File: src/rtl/ram_fifo_pkg.sv
// ---------------------------------------------------------------------------
// ram_fifo_pkg
// Shared constants for the RAM-backed FIFO controller and the 18-bit
// dual-port RAM primitive it drives.
//   DATAWID   : RAM word width.
//   WEWID     : number of byte write-enables per port.
//   BYTEWID   : bits covered by one byte write-enable.
//   WENB_ALL  : active-low byte enables with every byte written.
//   WENB_NONE : active-low byte enables with no byte written.
// ---------------------------------------------------------------------------
package ram_fifo_pkg;

  localparam int DATAWID = 18;
  localparam int WEWID   = 2;
  localparam int BYTEWID = DATAWID / WEWID;

  localparam logic [WEWID-1:0] WENB_ALL  = 2'b00;
  localparam logic [WEWID-1:0] WENB_NONE = 2'b11;

endpackage : ram_fifo_pkg

File: src/rtl/ram_fifo_ctrl_if.sv
// ---------------------------------------------------------------------------
// ram_fifo_ctrl_if
// User-side FIFO bundle between a producer/consumer and ram_fifo_ctrl.
//   master : the FIFO user (drives FLUSH/PUSH/DIN/POP, observes status).
//   slave  : the controller (observes requests, drives status).
// Signals:
//   FLUSH, PUSH, POP, DIN            : requests and write data.
//   POP_VALID                        : RAM QB holds popped data this cycle.
//   COUNT                            : occupancy, ADDRWID+1 bits.
//   FULL/EMPTY/ALMOST_FULL/ALMOST_EMPTY : status flags.
//   OVERFLOW/UNDERFLOW               : sticky error flags.
// ---------------------------------------------------------------------------
interface ram_fifo_ctrl_if
  import ram_fifo_pkg::*;
#(
  parameter int ADDRWID = 8
);

  logic               FLUSH;
  logic               PUSH;
  logic [DATAWID-1:0] DIN;
  logic               POP;
  logic               POP_VALID;
  logic [ADDRWID:0]   COUNT;
  logic               FULL;
  logic               EMPTY;
  logic               ALMOST_FULL;
  logic               ALMOST_EMPTY;
  logic               OVERFLOW;
  logic               UNDERFLOW;

  modport master (
    output FLUSH, PUSH, DIN, POP,
    input  POP_VALID, COUNT, FULL, EMPTY, ALMOST_FULL, ALMOST_EMPTY,
           OVERFLOW, UNDERFLOW
  );

  modport slave (
    input  FLUSH, PUSH, DIN, POP,
    output POP_VALID, COUNT, FULL, EMPTY, ALMOST_FULL, ALMOST_EMPTY,
           OVERFLOW, UNDERFLOW
  );

endinterface : ram_fifo_ctrl_if

File: src/rtl/ram_fifo_flags.sv
// ---------------------------------------------------------------------------
// ram_fifo_flags
// Maps the registered occupancy count onto the FIFO status flags. Purely
// combinational from i_count, so no request input can reach a flag.
// Ports:
//   i_count        : occupancy, 0..DEPTH.
//   o_full         : i_count == DEPTH.
//   o_empty        : i_count == 0.
//   o_almost_full  : i_count >= DEPTH - AF_MARGIN.
//   o_almost_empty : i_count <= AE_MARGIN.
// ---------------------------------------------------------------------------
module ram_fifo_flags #(
  parameter int ADDRWID   = 8,
  parameter int AF_MARGIN = 4,
  parameter int AE_MARGIN = 4
) (
  input  logic [ADDRWID:0] i_count,
  output logic             o_full,
  output logic             o_empty,
  output logic             o_almost_full,
  output logic             o_almost_empty
);

  localparam int DEPTH = 1 << ADDRWID;

  localparam logic [ADDRWID:0] L_DEPTH  = (ADDRWID+1)'(DEPTH);
  localparam logic [ADDRWID:0] L_AF_THR = (ADDRWID+1)'(DEPTH - AF_MARGIN);
  localparam logic [ADDRWID:0] L_AE_THR = (ADDRWID+1)'(AE_MARGIN);

  assign o_full         = (i_count == L_DEPTH);
  assign o_empty        = (i_count == '0);
  assign o_almost_full  = (i_count >= L_AF_THR);
  assign o_almost_empty = (i_count <= L_AE_THR);

endmodule : ram_fifo_flags

File: src/rtl/ram_fifo_ctrl.sv
// ---------------------------------------------------------------------------
// ram_fifo_ctrl
// Single-clock FIFO controller sequencing the 18-bit dual-port RAM: port A
// is the write port, port B the read port. Owns the pointers, occupancy
// count, status and sticky error flags; popped data is RAM QB, qualified
// one cycle later by POP_VALID.
// Ports:
//   CLK    : single clock (also clocks the RAM on both ports).
//   RST_N  : asynchronous active-low reset.
//   fifo   : slave side of ram_fifo_ctrl_if (requests, data, status).
//   AA/AB  : RAM write/read addresses (write and read pointers).
//   CENA/CENB/WENA/WENB : RAM strobes, active-low.
//   WENBA/WENBB         : RAM byte write-enables, active-low.
//   DA/DB               : RAM write data (DB tied off).
// ---------------------------------------------------------------------------
module ram_fifo_ctrl
  import ram_fifo_pkg::*;
#(
  parameter int ADDRWID   = 8,
  parameter int AF_MARGIN = 4,
  parameter int AE_MARGIN = 4
) (
  input  logic               CLK,
  input  logic               RST_N,
  ram_fifo_ctrl_if.slave     fifo,
  output logic [ADDRWID-1:0] AA,
  output logic [ADDRWID-1:0] AB,
  output logic               CENA,
  output logic               CENB,
  output logic               WENA,
  output logic               WENB,
  output logic [WEWID-1:0]   WENBA,
  output logic [WEWID-1:0]   WENBB,
  output logic [DATAWID-1:0] DA,
  output logic [DATAWID-1:0] DB
);

  logic [ADDRWID-1:0] r_wr_ptr;
  logic [ADDRWID-1:0] r_rd_ptr;
  logic [ADDRWID:0]   r_count;
  logic               r_pop_valid;
  logic               r_overflow;
  logic               r_underflow;

  logic w_full;
  logic w_empty;
  logic w_almost_full;
  logic w_almost_empty;
  logic w_push_ok;
  logic w_pop_ok;

  ram_fifo_flags #(
    .ADDRWID   (ADDRWID),
    .AF_MARGIN (AF_MARGIN),
    .AE_MARGIN (AE_MARGIN)
  ) u_flags (
    .i_count        (r_count),
    .o_full         (w_full),
    .o_empty        (w_empty),
    .o_almost_full  (w_almost_full),
    .o_almost_empty (w_almost_empty)
  );

  // Acceptance looks only at registered flags, so a full FIFO still takes a
  // pop (freeing a slot next cycle) while rejecting the simultaneous push.
  assign w_push_ok = fifo.PUSH & ~w_full  & ~fifo.FLUSH;
  assign w_pop_ok  = fifo.POP  & ~w_empty & ~fifo.FLUSH;

  // Write port. CENA is additionally held high while reset is asserted so
  // the RAM sees no access while the pointers are being cleared.
  assign AA    = r_wr_ptr;
  assign DA    = fifo.DIN;
  assign CENA  = ~(w_push_ok & RST_N);
  assign WENA  = ~w_push_ok;
  assign WENBA = WENB_ALL;

  // Read port: never writes, so a dual-write collision cannot arise.
  assign AB    = r_rd_ptr;
  assign CENB  = ~(w_pop_ok & RST_N);
  assign WENB  = 1'b1;
  assign WENBB = WENB_NONE;
  assign DB    = '0;

  always_ff @(posedge CLK or negedge RST_N) begin
    if (!RST_N) begin
      r_wr_ptr    <= '0;
      r_rd_ptr    <= '0;
      r_count     <= '0;
      r_pop_valid <= 1'b0;
      r_overflow  <= 1'b0;
      r_underflow <= 1'b0;
    end else if (fifo.FLUSH) begin
      r_wr_ptr    <= '0;
      r_rd_ptr    <= '0;
      r_count     <= '0;
      r_pop_valid <= 1'b0;
      r_overflow  <= 1'b0;
      r_underflow <= 1'b0;
    end else begin
      // Pointers are ADDRWID bits and wrap from DEPTH-1 to 0 on their own.
      if (w_push_ok) r_wr_ptr <= r_wr_ptr + ADDRWID'(1);
      if (w_pop_ok)  r_rd_ptr <= r_rd_ptr + ADDRWID'(1);

      unique case ({w_push_ok, w_pop_ok})
        2'b10:   r_count <= r_count + (ADDRWID+1)'(1);
        2'b01:   r_count <= r_count - (ADDRWID+1)'(1);
        default: r_count <= r_count;
      endcase

      // RAM QB is loaded on the same edge, so the two line up next cycle.
      r_pop_valid <= w_pop_ok;

      // Errors are sticky until FLUSH or reset.
      r_overflow  <= r_overflow  | (fifo.PUSH & w_full);
      r_underflow <= r_underflow | (fifo.POP  & w_empty);
    end
  end

  assign fifo.POP_VALID    = r_pop_valid;
  assign fifo.COUNT        = r_count;
  assign fifo.FULL         = w_full;
  assign fifo.EMPTY        = w_empty;
  assign fifo.ALMOST_FULL  = w_almost_full;
  assign fifo.ALMOST_EMPTY = w_almost_empty;
  assign fifo.OVERFLOW     = r_overflow;
  assign fifo.UNDERFLOW    = r_underflow;

endmodule : ram_fifo_ctrl

File: src/flat_wrapper.sv
// flat-port wrapper written by rule: the top's interface ports become plain ports
module ram_fifo_ctrl_flat import ram_fifo_pkg::*;
#(
  parameter int ADDRWID   = 8,
  parameter int AF_MARGIN = 4,
  parameter int AE_MARGIN = 4
)
  (CLK, RST_N, AA, AB, CENA, CENB, WENA, WENB, WENBA, WENBB, DA, DB, fifo_FLUSH, fifo_PUSH, fifo_DIN, fifo_POP, fifo_POP_VALID, fifo_COUNT, fifo_FULL, fifo_EMPTY, fifo_ALMOST_FULL, fifo_ALMOST_EMPTY, fifo_OVERFLOW, fifo_UNDERFLOW);
  ram_fifo_ctrl_if #(.ADDRWID(ADDRWID)) fifo_i ();
  input  logic CLK;
  input  logic RST_N;
  output logic [ADDRWID-1:0] AA;
  output logic [ADDRWID-1:0] AB;
  output logic CENA;
  output logic CENB;
  output logic WENA;
  output logic WENB;
  output logic [WEWID-1:0] WENBA;
  output logic [WEWID-1:0] WENBB;
  output logic [DATAWID-1:0] DA;
  output logic [DATAWID-1:0] DB;
  input wire logic [$bits(fifo_i.FLUSH)-1:0] fifo_FLUSH;
  input wire logic [$bits(fifo_i.PUSH)-1:0] fifo_PUSH;
  input wire logic [$bits(fifo_i.DIN)-1:0] fifo_DIN;
  input wire logic [$bits(fifo_i.POP)-1:0] fifo_POP;
  output wire logic [$bits(fifo_i.POP_VALID)-1:0] fifo_POP_VALID;
  output wire logic [$bits(fifo_i.COUNT)-1:0] fifo_COUNT;
  output wire logic [$bits(fifo_i.FULL)-1:0] fifo_FULL;
  output wire logic [$bits(fifo_i.EMPTY)-1:0] fifo_EMPTY;
  output wire logic [$bits(fifo_i.ALMOST_FULL)-1:0] fifo_ALMOST_FULL;
  output wire logic [$bits(fifo_i.ALMOST_EMPTY)-1:0] fifo_ALMOST_EMPTY;
  output wire logic [$bits(fifo_i.OVERFLOW)-1:0] fifo_OVERFLOW;
  output wire logic [$bits(fifo_i.UNDERFLOW)-1:0] fifo_UNDERFLOW;
  assign fifo_i.FLUSH = fifo_FLUSH;
  assign fifo_i.PUSH = fifo_PUSH;
  assign fifo_i.DIN = fifo_DIN;
  assign fifo_i.POP = fifo_POP;
  assign fifo_POP_VALID = fifo_i.POP_VALID;
  assign fifo_COUNT = fifo_i.COUNT;
  assign fifo_FULL = fifo_i.FULL;
  assign fifo_EMPTY = fifo_i.EMPTY;
  assign fifo_ALMOST_FULL = fifo_i.ALMOST_FULL;
  assign fifo_ALMOST_EMPTY = fifo_i.ALMOST_EMPTY;
  assign fifo_OVERFLOW = fifo_i.OVERFLOW;
  assign fifo_UNDERFLOW = fifo_i.UNDERFLOW;
  ram_fifo_ctrl #(.ADDRWID(ADDRWID), .AF_MARGIN(AF_MARGIN), .AE_MARGIN(AE_MARGIN)) u_core (.CLK(CLK), .RST_N(RST_N), .fifo(fifo_i), .AA(AA), .AB(AB), .CENA(CENA), .CENB(CENB), .WENA(WENA), .WENB(WENB), .WENBA(WENBA), .WENBB(WENBB), .DA(DA), .DB(DB));
endmodule
File: config.mk
export PLATFORM = sky130hd
export DESIGN_NAME = ram_fifo_ctrl_flat
export DESIGN_NICKNAME = d
export VERILOG_FILES = /design/src/rtl/ram_fifo_pkg.sv /design/src/rtl/ram_fifo_ctrl_if.sv /design/src/rtl/ram_fifo_flags.sv /design/src/rtl/ram_fifo_ctrl.sv /design/src/flat_wrapper.sv
export SDC_FILE = /design/constraint.sdc
export NUM_CORES = 1
export LEC_CHECK = 0
export ABC_AREA = 1
export CAP_MARGIN = 20
export CORE_MARGIN = 8
export CORE_UTILIZATION = 41
export DETAILED_ROUTE_END_ITERATION = 6
export PLACE_DENSITY = 0.81
export SYNTH_ARGS = -nofsm -noshare
export SYNTH_HDL_FRONTEND = slang
export SYNTH_SLANG_ARGS = --single-unit
File: constraint.sdc
create_clock -name CLK -period 3.05 [get_ports CLK]
set_clock_uncertainty 0.2 [all_clocks]
set_input_delay 0.915 -clock CLK [delete_from_list [all_inputs] [get_ports CLK]]
set_output_delay 0.915 -clock CLK [all_outputs]
set_load 0.1 [all_outputs]
Yosys cells after proc, flatten, opt, wreduce, memory -nomap -nowiden

Cells that the tools add are included.

Logic and storage cells: 44
Flip-flop bits (word level): 28

Eq/ne operators: 3
Reduce and logical (&&, ||, !) cells: 4
Mux-type cells: 9
Bitwise gates (word level): 16
$lt $le $gt $ge: 2
Add/sub/neg operators: 4

Operators by type and width:

| operator                                                           | count |
|---|---|
| two-way mux 8 bit                                                  | 4 |
| case mux 9 bit (2 select lines)                                    | 1 |
| adder 8 x 1 -> 8 bit (second input constant)                       | 2 |
| adder 9 x 1 -> 9 bit (second input constant)                       | 1 |
| == test 9 bit (second input constant)                              | 1 |
| greater-or-equal comparator 9 x 8 -> 1 bit (second input constant) | 1 |
| <= comparator 9 x 3 -> 1 bit (second input constant)               | 1 |
| zero test 9 bit                                                    | 1 |
| two-way mux 9 bit                                                  | 1 |
| subtractor 9 x 1 -> 9 bit (second input constant)                  | 1 |
| bitwise AND 1 bit                                                  | 8 |
| NOT 1 bit                                                          | 6 |
| nonzero test 2 bit                                                 | 2 |
| two-way mux 1 bit                                                  | 3 |
| nonzero test 3 bit                                                 | 1 |
| == test 2 x 1 -> 1 bit (second input constant)                     | 1 |
| == test 2 bit (second input constant)                              | 1 |
| bitwise OR 1 bit                                                   | 2 |

Longest topological paths before layout

Gate-level depths: netlist of run 1.

Depth in word-level cells: 7
Mapped depth: 16

Modules after synthesis

From an unflattened synthesis of run 1, not the netlist that was laid out.

Cell total of the unflattened synthesis: 287
Area, all modules: 2074.5 um2

Modules (own cells, without submodules):

| module         | instances | sequential area each (um2) | cells an instance | area an instance (um2) |
|---|---|---|---|---|
| ram_fifo_ctrl  | 1         | 700.7                      | 271               | 2004.4 |
| ram_fifo_flags | 1         | 0.0                        | 16                | 70.1 |

Worst setup path before layout of run 1

Ideal clock, no wire load.

Kind: flip-flop to output port
From: reg u_core.r_count[3], in the netlist u_core.fifo.COUNT[3]
To: out fifo_ALMOST_FULL
Cell stages (with the launch flop): 3
Buffers on the path: 0
Arrival time: 3416 ps
Setup slack: -1481 ps
Cells stage by stage: dfrtp_1 nand4_1 o31ai_1

Cells in the longest elaborated chain, start to end: 1

RTL lines:

| what                                       | RTL line             | RTL |
|---|---|---|
| from (decl)                                | ram_fifo_ctrl.sv:40  | `logic [ADDRWID:0] r_count;` |
| from (signal assigned)                     | ram_fifo_ctrl.sv:105 | `2'b10: r_count <= r_count + (ADDRWID+1)'(1);` |
| from (signal assigned)                     | ram_fifo_ctrl.sv:106 | `2'b01: r_count <= r_count - (ADDRWID+1)'(1);` |
| from (signal assigned)                     | ram_fifo_ctrl.sv:107 | `default: r_count <= r_count;` |
| greater-or-equal comparator 9 x 8 -> 1 bit | ram_fifo_flags.sv:32 | `assign o_almost_full = (i_count >= L_AF_THR);` |
| to (decl)                                  | flat_wrapper.sv:30   | `output wire logic [$bits(fifo_i.ALMOST_FULL)-1:0] fifo_ALMOST_FULL;` |

Every way passes these cells.

Worst setup path after layout of run 1

From: in fifo_POP
To: reg u_core.r_count[4], in the netlist u_core.fifo.COUNT[4]

Cells in the longest elaborated chain, start to end: 5
Elaborated cells on any way between the ends: 7
Those cells by class: eq/ne: 2; mux: 2; bitwise: 2; reduce/logical: 1

RTL lines:

| what                                                    | RTL line             | RTL |
|---|---|---|
| from (decl)                                             | flat_wrapper.sv:25   | `input wire logic [$bits(fifo_i.POP)-1:0] fifo_POP;` |
| bitwise AND 1 bit * (2 in a row)                        | ram_fifo_ctrl.sv:67  | `assign w_pop_ok = fifo.POP & ~w_empty & ~fifo.FLUSH;` |
| == test 2 x 1 -> 1 bit or == test 2 bit (tied branches) | ram_fifo_ctrl.sv:104 | `unique case ({w_push_ok, w_pop_ok})` |
| case mux 9 bit (2 select lines)                         | ram_fifo_ctrl.sv:104 |  |
| two-way mux 9 bit                                       | ram_fifo_ctrl.sv:92  | `end else if (fifo.FLUSH) begin` |

Every way passes the cells marked *; elsewhere a longest branch is shown, timed or not.
A chain may end at the register's enable or synchronous reset.

==> results of run 1 <==
## worst max-delay path, cell delays in order
cell and delay [ns]:
clkdlybuf4s50_1 0.43, inv_2 0.08, a21oi_2 0.05, nand3_4 0.11, clkinvlp_4 0.19, buf_6 0.17, fa_1 0.40, nand3_1 0.12
nand2_1 0.10, xnor2_1 0.24, o22ai_1 0.13
## final timing paths
path	start	end	depth (start not counted)
setup / recovery	fifo_POP	u_core.fifo.COUNT[4]	11
hold / removal	u_core.fifo.UNDERFLOW	u_core.fifo.UNDERFLOW	1
setup reg to reg	u_core.fifo.COUNT[7]	u_core.fifo.COUNT[4]	12
hold reg to reg	u_core.fifo.UNDERFLOW	u_core.fifo.UNDERFLOW	1
max in group asynchronous	RST_N	u_core.fifo.COUNT[6]	2
min in group asynchronous	RST_N	u_core.AA[7]	2
## final cells by class
| type | count | area [um2] | area share |
|---|---|---|---|
| multi-input cells | 174 | 1040 | 0.393 |
| clock buffers | 3 | 41.3 | 0.0156 |
| well taps | 67 | 83.8 | 0.0316 |
| repair buffers | 68 | 609 | 0.230 |
| clock inverters | 1 | 30.0 | 0.0113 |
| inverters | 35 | 135 | 0.0509 |
| flip-flops and latches | 28 | 712 | 0.268 |
## power by group through the flow
| stage | registers, mW | logic [mW] | clock network (mW) |
|---|---|---|---|
| 3_5_place_dp | 0.580 | 2.30 | 0 |
| 4_1_cts | 0.574 | 2.31 | 0.304 |
| 2_1_floorplan | 1.11 | 1.21 | 0 |
| 6_report | 0.578 | 2.36 | 0.299 |
| 3_3_place_gp | 0.575 | 2.27 | 0 |
| 5_1_grt | 0.591 | 2.47 | 0.323 |
## cell families (layout without fill, tap and decap cells)
| logic type | count (synthesis) | count (layout) |
|---|---|---|
| adders and majority gates | 10 | 10 |
| DFF | 28 | 28 |
| xor gates and xnor gates | 11 | 11 |
| buffers and inverters | 77 | 107 |
| AOI/OAI and AO/OA | 39 | 39 |
| and+or+nand+nor | 91 | 91 |
| other | 2 | 23 |
## cell usage in the layout (no fill, tap or decap), drive strengths merged, types with 5 or more instances in the layout
master,synthesis,routed
nor3,6,6
ha,9,9
o21ai,16,16
xnor2,5,5
xor2,6,6
o22ai,8,8
inv,35,34
a21oi,9,9
dfrtp,28,28
nor2,17,17
buf,42,64
conb,2,23
nand3,12,12
nand2,50,50
nand4,5,5
## registers in the layout (all words and copies together), names as in the netlist
name	cells
u_core.fifo.POP_VALID	1
u_core.fifo.UNDERFLOW	1
u_core.AA	8
u_core.AB	8
u_core.fifo.OVERFLOW	1
u_core.fifo.COUNT	9
## metal layers
metal  part of all wire  global-route usage  up-vias
met5                  0                   0        -
met4              0.011              0.0423        0
met3              0.081              0.0406        8
met2               0.49               0.239       62
met1               0.41               0.152      826
li1                   -                   -      872
## stage by stage
| stage | instances | setup slack (ns) |
|---|---|---|
| floorplan | 279 | 0.108 |
| global placement | 368 | -0.259 |
| detailed placement | 368 | -0.328 |
| CTS | 372 | 0.0365 |
| global route | 376 | -0.00693 |
| finish | 376 | 0.0728 |
## timing repair
action | 4_1_cts | 5_1_grt
pin swaps | 0 | 1
hold buffers | 0 | 0
resized for setup | 3 | 9
hold endpoints to repair | 0 | 0
endpoints found under the setup margin | 7 | 5
setup buffers | 0 | 4
==> flow_summary_export.csv, run 1 <==
group,metric,value,unit
outcome,status,"finished clean",
global_routing,grt_pass1_wl,8290,um
synth,syn_area_per_cell,7.92,um2
clock_tree,cts.sinks,28,
global_routing,grt_antenna_before_repair,0,
clock_tree,numCtsBuffers,3,
critical_path,crit_path_max_fanout,7,
pwr,clkPwrFrac,0.093,
pwr,totalPowerFinal,3.24,mW
routing,via_per_inst,4.70,
critical_path,end_kind,"flop",
final_layout,finalNetCount,343,
synth,synth_commonest_cells,"44 x nand2_1, 41 x buf_4, 31 x inv_1, 28 x dfrtp_1, 15 x nor2_1",
job,maxCapViolCount,0,
routing,drtPass1Iterations,4,
synth,synth_most_common_cell,"nand2_1",
timing,fin_crit_sh,0.976,
pwr,p_per_area,1220,nW/um2
synth,synthXorXnorAreaFrac,0.0471,
synth,synth_largest_area_cell,"dfrtp_1",
timing,slew_violations,0,
synth,netlist.area_leader.share,0.343,
timing,setup_viol,0,
clock_tree,clk_latency,0.28,ns
synth,synth_edf_count,0,
synth,yosysSeqAreaShare,0.343,
clock_tree,clk_pin_slew_worst_paths,0.09,ns
placed_design,gp_congestion,0.866,
global_routing,gr-total-overflow,0,
placed_design,placed_area,2510,um2
critical_path,crit_type,"in2reg",
die,io_pins,99,
pwr,p_leak,1.32,nW
synth,synthAdderAreaFrac,0.0649,
synth,ys_types,31,
routing,vias,1768,
placed_design,io_buffers,39,
clock_tree,tritoncts,"built",
final_layout,area_delta_synth_final,29.8,%
pwr,p_switching,1.91,mW
timing,hold_ws,0.319,ns
clock_tree,clock_path_buffers,2,
critical_path,rrSetupSlack,0.29,ns
pwr,p_int,1.32,mW
synth,ys_ff_latch,28,
hold_path,hold_path_class,"reg2reg",
timing,tns,0,ns
synth,synth_compound_area_frac,0.109,
final_layout,final_area,2650,um2
routing,drc,0,
synth,synth_cells,258,
final_layout,layout-drive-gt1-share,0.337,
synth,synth_area_leaders,"dfrtp_1 34%, buf_4 15%, nand2_1 8.1%, inv_1 5.7%, ha_1 5.5%",
global_routing,grt.total_usage,0.135,
routing,routed_wl,5190,um
pwr,pwr-share-seq,0.179,
timing,max_freq,0.336,GHz
routing,drt-wirelength-per-cell,13.8,um
pwr,comb_power_share,0.729,
synth,synth_top_family_by_area,"buffers and inverters",
global_routing,grt_start_max_net_pins,17,
die,die_w,86.6,um
final_layout,final_util,0.558,
synth,ys.warnings.count,0,
synth,ys_async_sr_fraction,1.00,
clock_tree,cts.htree.levels,1,
synth,synthFlopType,"dfrtp_1",
critical_path,cp.arrival,2.93,ns
routing,drt-initial-drc-count,71,
final_layout,fillers,440,
die,initial_core_util,0.430,
critical_path,required,3.01,ns
synth,muxShareOfSynthArea,0,
clock_tree,clock_tree.root_cell,"clkbuf_8",
pwr,swShare,0.591,
timing,period_needed,2.98,ns
critical_path,worstSetupStartpointType,"input pin",
die,die_area,7500,um2
synth,synthSimpleGateAreaFrac,0.216,
global_routing,grt_pass1_vias,1853,
placed_design,dp_hpwl,4090,um
die,core_area,4750,um2
routing,ant_nets,0,
die,num_rows,25,
final_layout,antenna_cells,0,
synth,synth_area,2040,um2
die,fp.dieH,86.6,um
pwr,peakVddDrop,1520,uV
timing,hold_viol,0,
Note: power is estimated with default switching activity, not from simulation.
==> run 2: changes to the inputs <==
--- a/config.mk
+++ b/config.mk
@@ -8,9 +8,10 @@
 export ABC_AREA = 1
 export CAP_MARGIN = 20
 export CORE_MARGIN = 8
-export CORE_UTILIZATION = 41
+export CORE_UTILIZATION = 50
+export CTS_CLUSTER_SIZE = 8
 export DETAILED_ROUTE_END_ITERATION = 6
-export PLACE_DENSITY = 0.81
+export DONT_BUFFER_PORTS = 1
 export SYNTH_ARGS = -nofsm -noshare
 export SYNTH_HDL_FRONTEND = slang
 export SYNTH_SLANG_ARGS = --single-unit
==> constraint.sdc (replaced) <==
create_clock -name CLK -period 3.05 [get_ports CLK]
set_clock_uncertainty 0.2 [all_clocks]
set_input_delay 0.915 -clock CLK [delete_from_list [all_inputs] [get_ports CLK]]
set_output_delay 0.915 -clock CLK [all_outputs]
set_load 0.01 [all_outputs]
==> run 2 against run 1 <==
  * Global-route usage grew 0.37 points
  * Via count is 15% lower
  * Largest cell class unchanged
  * Register-to-register slack improved by 0.05 ns
  * Cell area fell by 24%
  * Worst hold slack got worse by 0.20 ns
  * Critical endpoint is now u_core.fifo.COUNT[7]
  * Cell count shrank 20%
  * Combinational power down 65%
  * First-iteration DRC count increased by 17%
==> flow_summary_export.csv, run 2 (synthesized netlist as in run 1, its figures left out) <==
group,metric,value,unit
critical_path,startpoint,"u_core.fifo.COUNT[7]",
die,fp.dieH,79.9,um
clock_tree,clock_tree.root_cell,"clkbuf_8",
final_layout,multi_input_area,980,um2
critical_path,crit_path_max_fanout,8,
final_layout,layout_common_cells,"44 x nand2_1, 30 x inv_1, 28 x dfrtp_1",
global_routing,grt_antenna_before_repair,0,
pwr,clkPwrFrac,0.182,
critical_path,r2r_start,"u_core.fifo.COUNT[7]",
critical_path,end_kind,"flop",
critical_path,crit_type,"reg2reg",
timing,setup_viol,0,
global_routing,grt_pass1_vias,1451,
timing,max_freq,0.369,GHz
timing,fin_crit_sh,0.889,
critical_path,path_delay_family,"simple AND/OR/NAND/NOR gates",
final_layout,area_delta_synth_final,-0.979,%
final_layout,regArea,701,um2
critical_path,slowest_delay,0.40,ns
routing,vias,1509,
pwr,p_switching,740,uW
final_layout,fillers,382,
pwr,peakVddDrop,301,uV
critical_path,worst_path_max_delay_cell,"dfrtp_1",
placed_design,dp_hpwl,3570,um
placed_design,io_buffers,0,
final_layout,antenna_cells,0,
global_routing,gr-total-overflow,0,
critical_path,cp_cell_sequence,"nor2_1 -> nand2_1 -> nor2_4 -> nand2_2 -> nand2_4 -> nand3_4 -> clkinvlp_4 -> ha_1 -> a21oi_1 -> nand2_1 -> nand4_1 -> o211ai_1 -> nor2_1 -> nor2_1 -> nand2_1 -> nand2_1",
routing,drt-initial-drc-count,83,
die,die_w,79.9,um
final_layout,largest_reg_flops,9,
routing,drt-wirelength-per-cell,14.7,um
pwr,p_leak,1.00,nW
critical_path,cpMostUsedCell,"nand2_1",
timing,tns,0,ns
routing,drc,0,
timing,rsz0062_at_grt,"false",
placed_design,gp_congestion,0.918,
critical_path,worstSetupStartpointType,"flop",
pwr,totalPowerFinal,1.64,mW
pwr,p_int,900,uW
die,core_area,3970,um2
die,num_rows,23,
critical_path,cp.buffers_inverters,1,
clock_tree,clock_path_buffers,2,
clock_tree,clk_pin_slew_worst_paths,0.10,ns
hold_path,hold_path_class,"in2async",
final_layout,instances_no_fill,301,
global_routing,grt.total_usage,0.139,
placed_design,placed_cells,297,
die,io_pins,99,
routing,drtPass1Iterations,4,
final_layout,finalNetCount,285,
routing,routed_wl,4410,um
clock_tree,cts.htree.levels,1,
clock_tree,postCtsHoldBufs,0,
clock_tree,numCtsBuffers,3,
clock_tree,cts.sinks,28,
die,die_area,6390,um2
global_routing,grt_start_max_net_pins,31,
job,maxCapViolCount,0,
pwr,p_per_area,810,nW/um2
pwr,pwr-share-seq,0.315,
pwr,comb_power_share,0.502,
critical_path,required,3.03,ns
routing,via_per_inst,5.01,
critical_path,cp.arrival,2.69,ns
timing,period_needed,2.71,ns
final_layout,layout-drive-gt1-share,0.120,
global_routing,grt_pass1_wl,7260,um
pwr,swShare,0.451,
clock_tree,tritoncts,"built",
die,initial_core_util,0.515,
timing,hold_viol,0,
clock_tree,clk_latency,0.28,ns
timing,slew_violations,0,
outcome,status,"finished clean",
final_layout,mostFrequentLayoutCell,"nand2_1",
routing,ant_nets,0,
[run 2: cell types whose count changed in the layout (fill, tap and decap cells not counted), moves of 3 or more]
cell,delta
buf_12,-7
dfrtp_1,+9
dfrtp_2,-9
a21oi_1,+3
buf_4,-46
a21oi_2,-3
[run 2: worst paths after layout]
check	end	slack, ns	depth (start not counted)
worst max register to register	u_core.fifo.COUNT[7]	0.34	16
min in group CLK	u_core.fifo.OVERFLOW	0.38	2
worst min register to register	u_core.fifo.OVERFLOW	0.38	2
worst max-delay path	u_core.fifo.COUNT[7]	0.34	16
worst min-delay path	u_core.AA[2]	0.12	0
max in group asynchronous	u_core.fifo.POP_VALID	2.46	0
[run 2: layer usage]
layer,GRT usage,part of all wire,up-vias
met3,0.0507,0.11,7
met4,0.0618,0.015,0
met2,0.218,0.46,51
li1,-,-,761
met1,0.166,0.41,690
met5,0,0,-
[run 2: layout make-up]
class | count | area share
multi-input cells | 174 | 0.484
flip-flops and latches | 28 | 0.346
inverters | 35 | 0.0667
repair buffers | 10 | 0.0371
well taps | 50 | 0.0309
clock buffers | 3 | 0.0204
clock inverters | 1 | 0.0148
[run 2: what timing repair did]
action,CTS,global route
setup buffers,0,0
setup endpoints to repair,0,2
gates resized for setup,0,1
endpoints found under the hold margin,0,0
[run 2: per-stage QoR]
stage	area, um2	hold slack [ns]	setup slack, ns	util
finish	2020	0.115	0.340	0.510
CTS	2020	0.110	0.226	0.509
global placement	1950	0.360	0.140	0.491
global route	2020	0.0905	0.0560	0.510
detailed placement	1950	0.374	0.0240	0.491
floorplan	2120	0.330	0.297	-
[run 2: power groups by stage]
stage	registers, mW	clock network, mW	logic (mW)
floorplan	0.572	0	0.588
global route	0.525	0.324	0.936
CTS	0.519	0.305	0.829
detailed placement	0.526	0	0.827
finish	0.517	0.299	0.824
global placement	0.522	0	0.832
[run 2: worst register-to-register path, cell delays in order, from the launching register on]
cell        delay, ns
dfrtp_1          0.40
nor2_1           0.10
nand2_1          0.11
nor2_4           0.16
nand2_2          0.09
nand2_4          0.13
nand3_4          0.12
clkinvlp_4       0.18
ha_1             0.32
a21oi_1          0.24
nand2_1          0.12
nand4_1          0.09
o211ai_1         0.10
nor2_1           0.10
nor2_1           0.05
nand2_1          0.05
nand2_1          0.05
==> run 3: changes to the inputs <==
==> constraint.sdc (replaced) <==
create_clock -name CLK -period 3.15 [get_ports CLK]
set_clock_uncertainty 0.2 [all_clocks]
set_input_delay 0.945 -clock CLK [delete_from_list [all_inputs] [get_ports CLK]]
set_output_delay 0.945 -clock CLK [all_outputs]
set_load 0.01 [all_outputs]
==> run 3 against run 2 <==
  * Critical path depth fell by 9
  * Flip-flop and latch count did not move
  * Power fell by 5.2%
  * Worst setup slack got worse by 0.068 ns
  * Non-clock buffer count fell by 5
  * Worst hold slack improved by 0.035 ns
  * Via count rose by 0.66%
  * Register-to-register slack got worse by 0.02 ns
  * Sequential share of layout area rose by 0.65 points
  * Largest power group unchanged
==> flow_summary_export.csv, run 3 (synthesized netlist as in run 1, its figures left out) <==
group,metric,value,unit
outcome,status,"finished clean",
routing,vias,1519,
die,initial_core_util,0.515,
timing,layout_setup_ws,0.272,ns
routing,via_per_inst,5.13,
clock_tree,cts_setup_buffers,0,
clock_tree,postCtsHoldBufs,0,
critical_path,cp_cell_sequence,"nor2_1 -> nand2_1 -> nor2_4 -> nand2_2 -> nand2_4 -> nor2_1 -> nand2_1",
global_routing,grt_pass1_wl,7130,um
clock_tree,cts.htree.levels,1,
routing,ant_nets,0,
final_layout,layout-drive-gt1-share,0.102,
global_routing,grt_antenna_before_repair,0,
timing,hold_ws,0.150,ns
critical_path,required,2.00,ns
global_routing,grt_start_max_net_pins,31,
pwr,p_per_area,782,nW/um2
final_layout,mostFrequentLayoutCell,"nand2_1",
final_layout,final_util,0.500,
clock_tree,clk_latency,0.28,ns
final_layout,layout_common_cells,"44 x nand2_1, 30 x inv_1, 28 x dfrtp_1",
placed_design,placed_area,1910,um2
clock_tree,cts.sinks,28,
clock_tree,tritoncts,"built",
critical_path,worst_path_max_delay_cell,"dfrtp_1",
timing,hold_viol,0,
critical_path,cp.buffers_inverters,0,
die,die_area,6390,um2
pwr,p_leak,0.973,nW
placed_design,dp_hpwl,3520,um
global_routing,gr-total-overflow,0,
global_routing,grt.total_usage,0.136,
clock_tree,numCtsBuffers,3,
die,io_pins,99,
timing,slew_violations,0,
timing,tns,0,ns
clock_tree,clk_pin_slew_worst_paths,0.10,ns
critical_path,crit_path_max_fanout,8,
routing,routed_wl,4450,um
critical_path,crit_type,"reg2out",
routing,drt-wirelength-per-cell,15.0,um
critical_path,slowest_delay,0.53,ns
die,num_rows,23,
timing,slew_headroom,0.615,
critical_path,path_delay_family,"simple AND/OR/NAND/NOR gates",
critical_path,rrSetupSlack,0.32,ns
placed_design,gp_congestion,0.916,
final_layout,final_area,1990,um2
global_routing,grt_pass1_vias,1408,
timing,rsz0062_at_grt,"false",
critical_path,worstSetupStartpointType,"flop",
hold_path,hold_path_class,"in2async",
pwr,peakVddDrop,336,uV
job,maxCapViolCount,0,
placed_design,io_buffers,0,
routing,drt-initial-drc-count,87,
final_layout,finalNetCount,280,
critical_path,end_kind,"output port",
final_layout,instances_no_fill,296,
placed_design,placed_cells,292,
final_layout,area_delta_synth_final,-2.81,%
clock_tree,clock_tree.root_cell,"clkbuf_8",
routing,drc,0,
die,core_area,3970,um2
die,die_w,79.9,um
final_layout,largest_reg_flops,9,
critical_path,cp.arrival,1.73,ns
placed_design,place_ws,0.110,ns
pwr,totalPowerFinal,1.55,mW
clock_tree,clock_path_buffers,2,
die,fp.dieH,79.9,um
timing,setup_viol,0,
timing,worst_slew_pin_slew,0.572,ns
timing,fin_crit_sh,0.914,
routing,drtPass1Iterations,4,
clock_tree,cts-resized-gates,0,
timing,max_freq,0.347,GHz
final_layout,antenna_cells,0,
timing,period_needed,2.88,ns
## run 3: cell count changes in the layout (fill, tap and decap cells not counted)
cell,delta
buf_4,-5
## run 3: final timing paths
check | to | startpoint | cells past startpoint
worst max-delay path | CENA | u_core.fifo.COUNT[2] | 7
worst min-delay path | u_core.fifo.OVERFLOW | RST_N | 0
worst max register to register | u_core.fifo.COUNT[7] | u_core.fifo.COUNT[4] | 16
worst min register to register | u_core.fifo.OVERFLOW | u_core.fifo.OVERFLOW | 2
max in group asynchronous | u_core.AB[7] | RST_N | 0
min in group CLK | u_core.fifo.OVERFLOW | u_core.fifo.OVERFLOW | 2
## run 3: layout make-up
type	instances	area, um2
fill	376	1980
clock inverter	1	30.0
timing repair buffer	5	37.5
inverter	35	135
multi-input combinational	174	980
tap	50	62.6
clock buffer	3	41.3
sequential	28	701
## run 3: metal layers
layer  up-vias  part of all wire  track usage
met5         -                 0            0
met4         0             0.010       0.0473
met3         6              0.11       0.0495
met2        47              0.46        0.209
met1       720              0.42        0.170
li1        746                 -            -
## run 3: power by group
group	internal, mW	switching (mW)	total, mW	leakage (nW)
Clock	0.170	0.116	0.287	0.0357
Sequential	0.433	0.113	0.546	0.383
Combinational	0.234	0.488	0.722	0.554
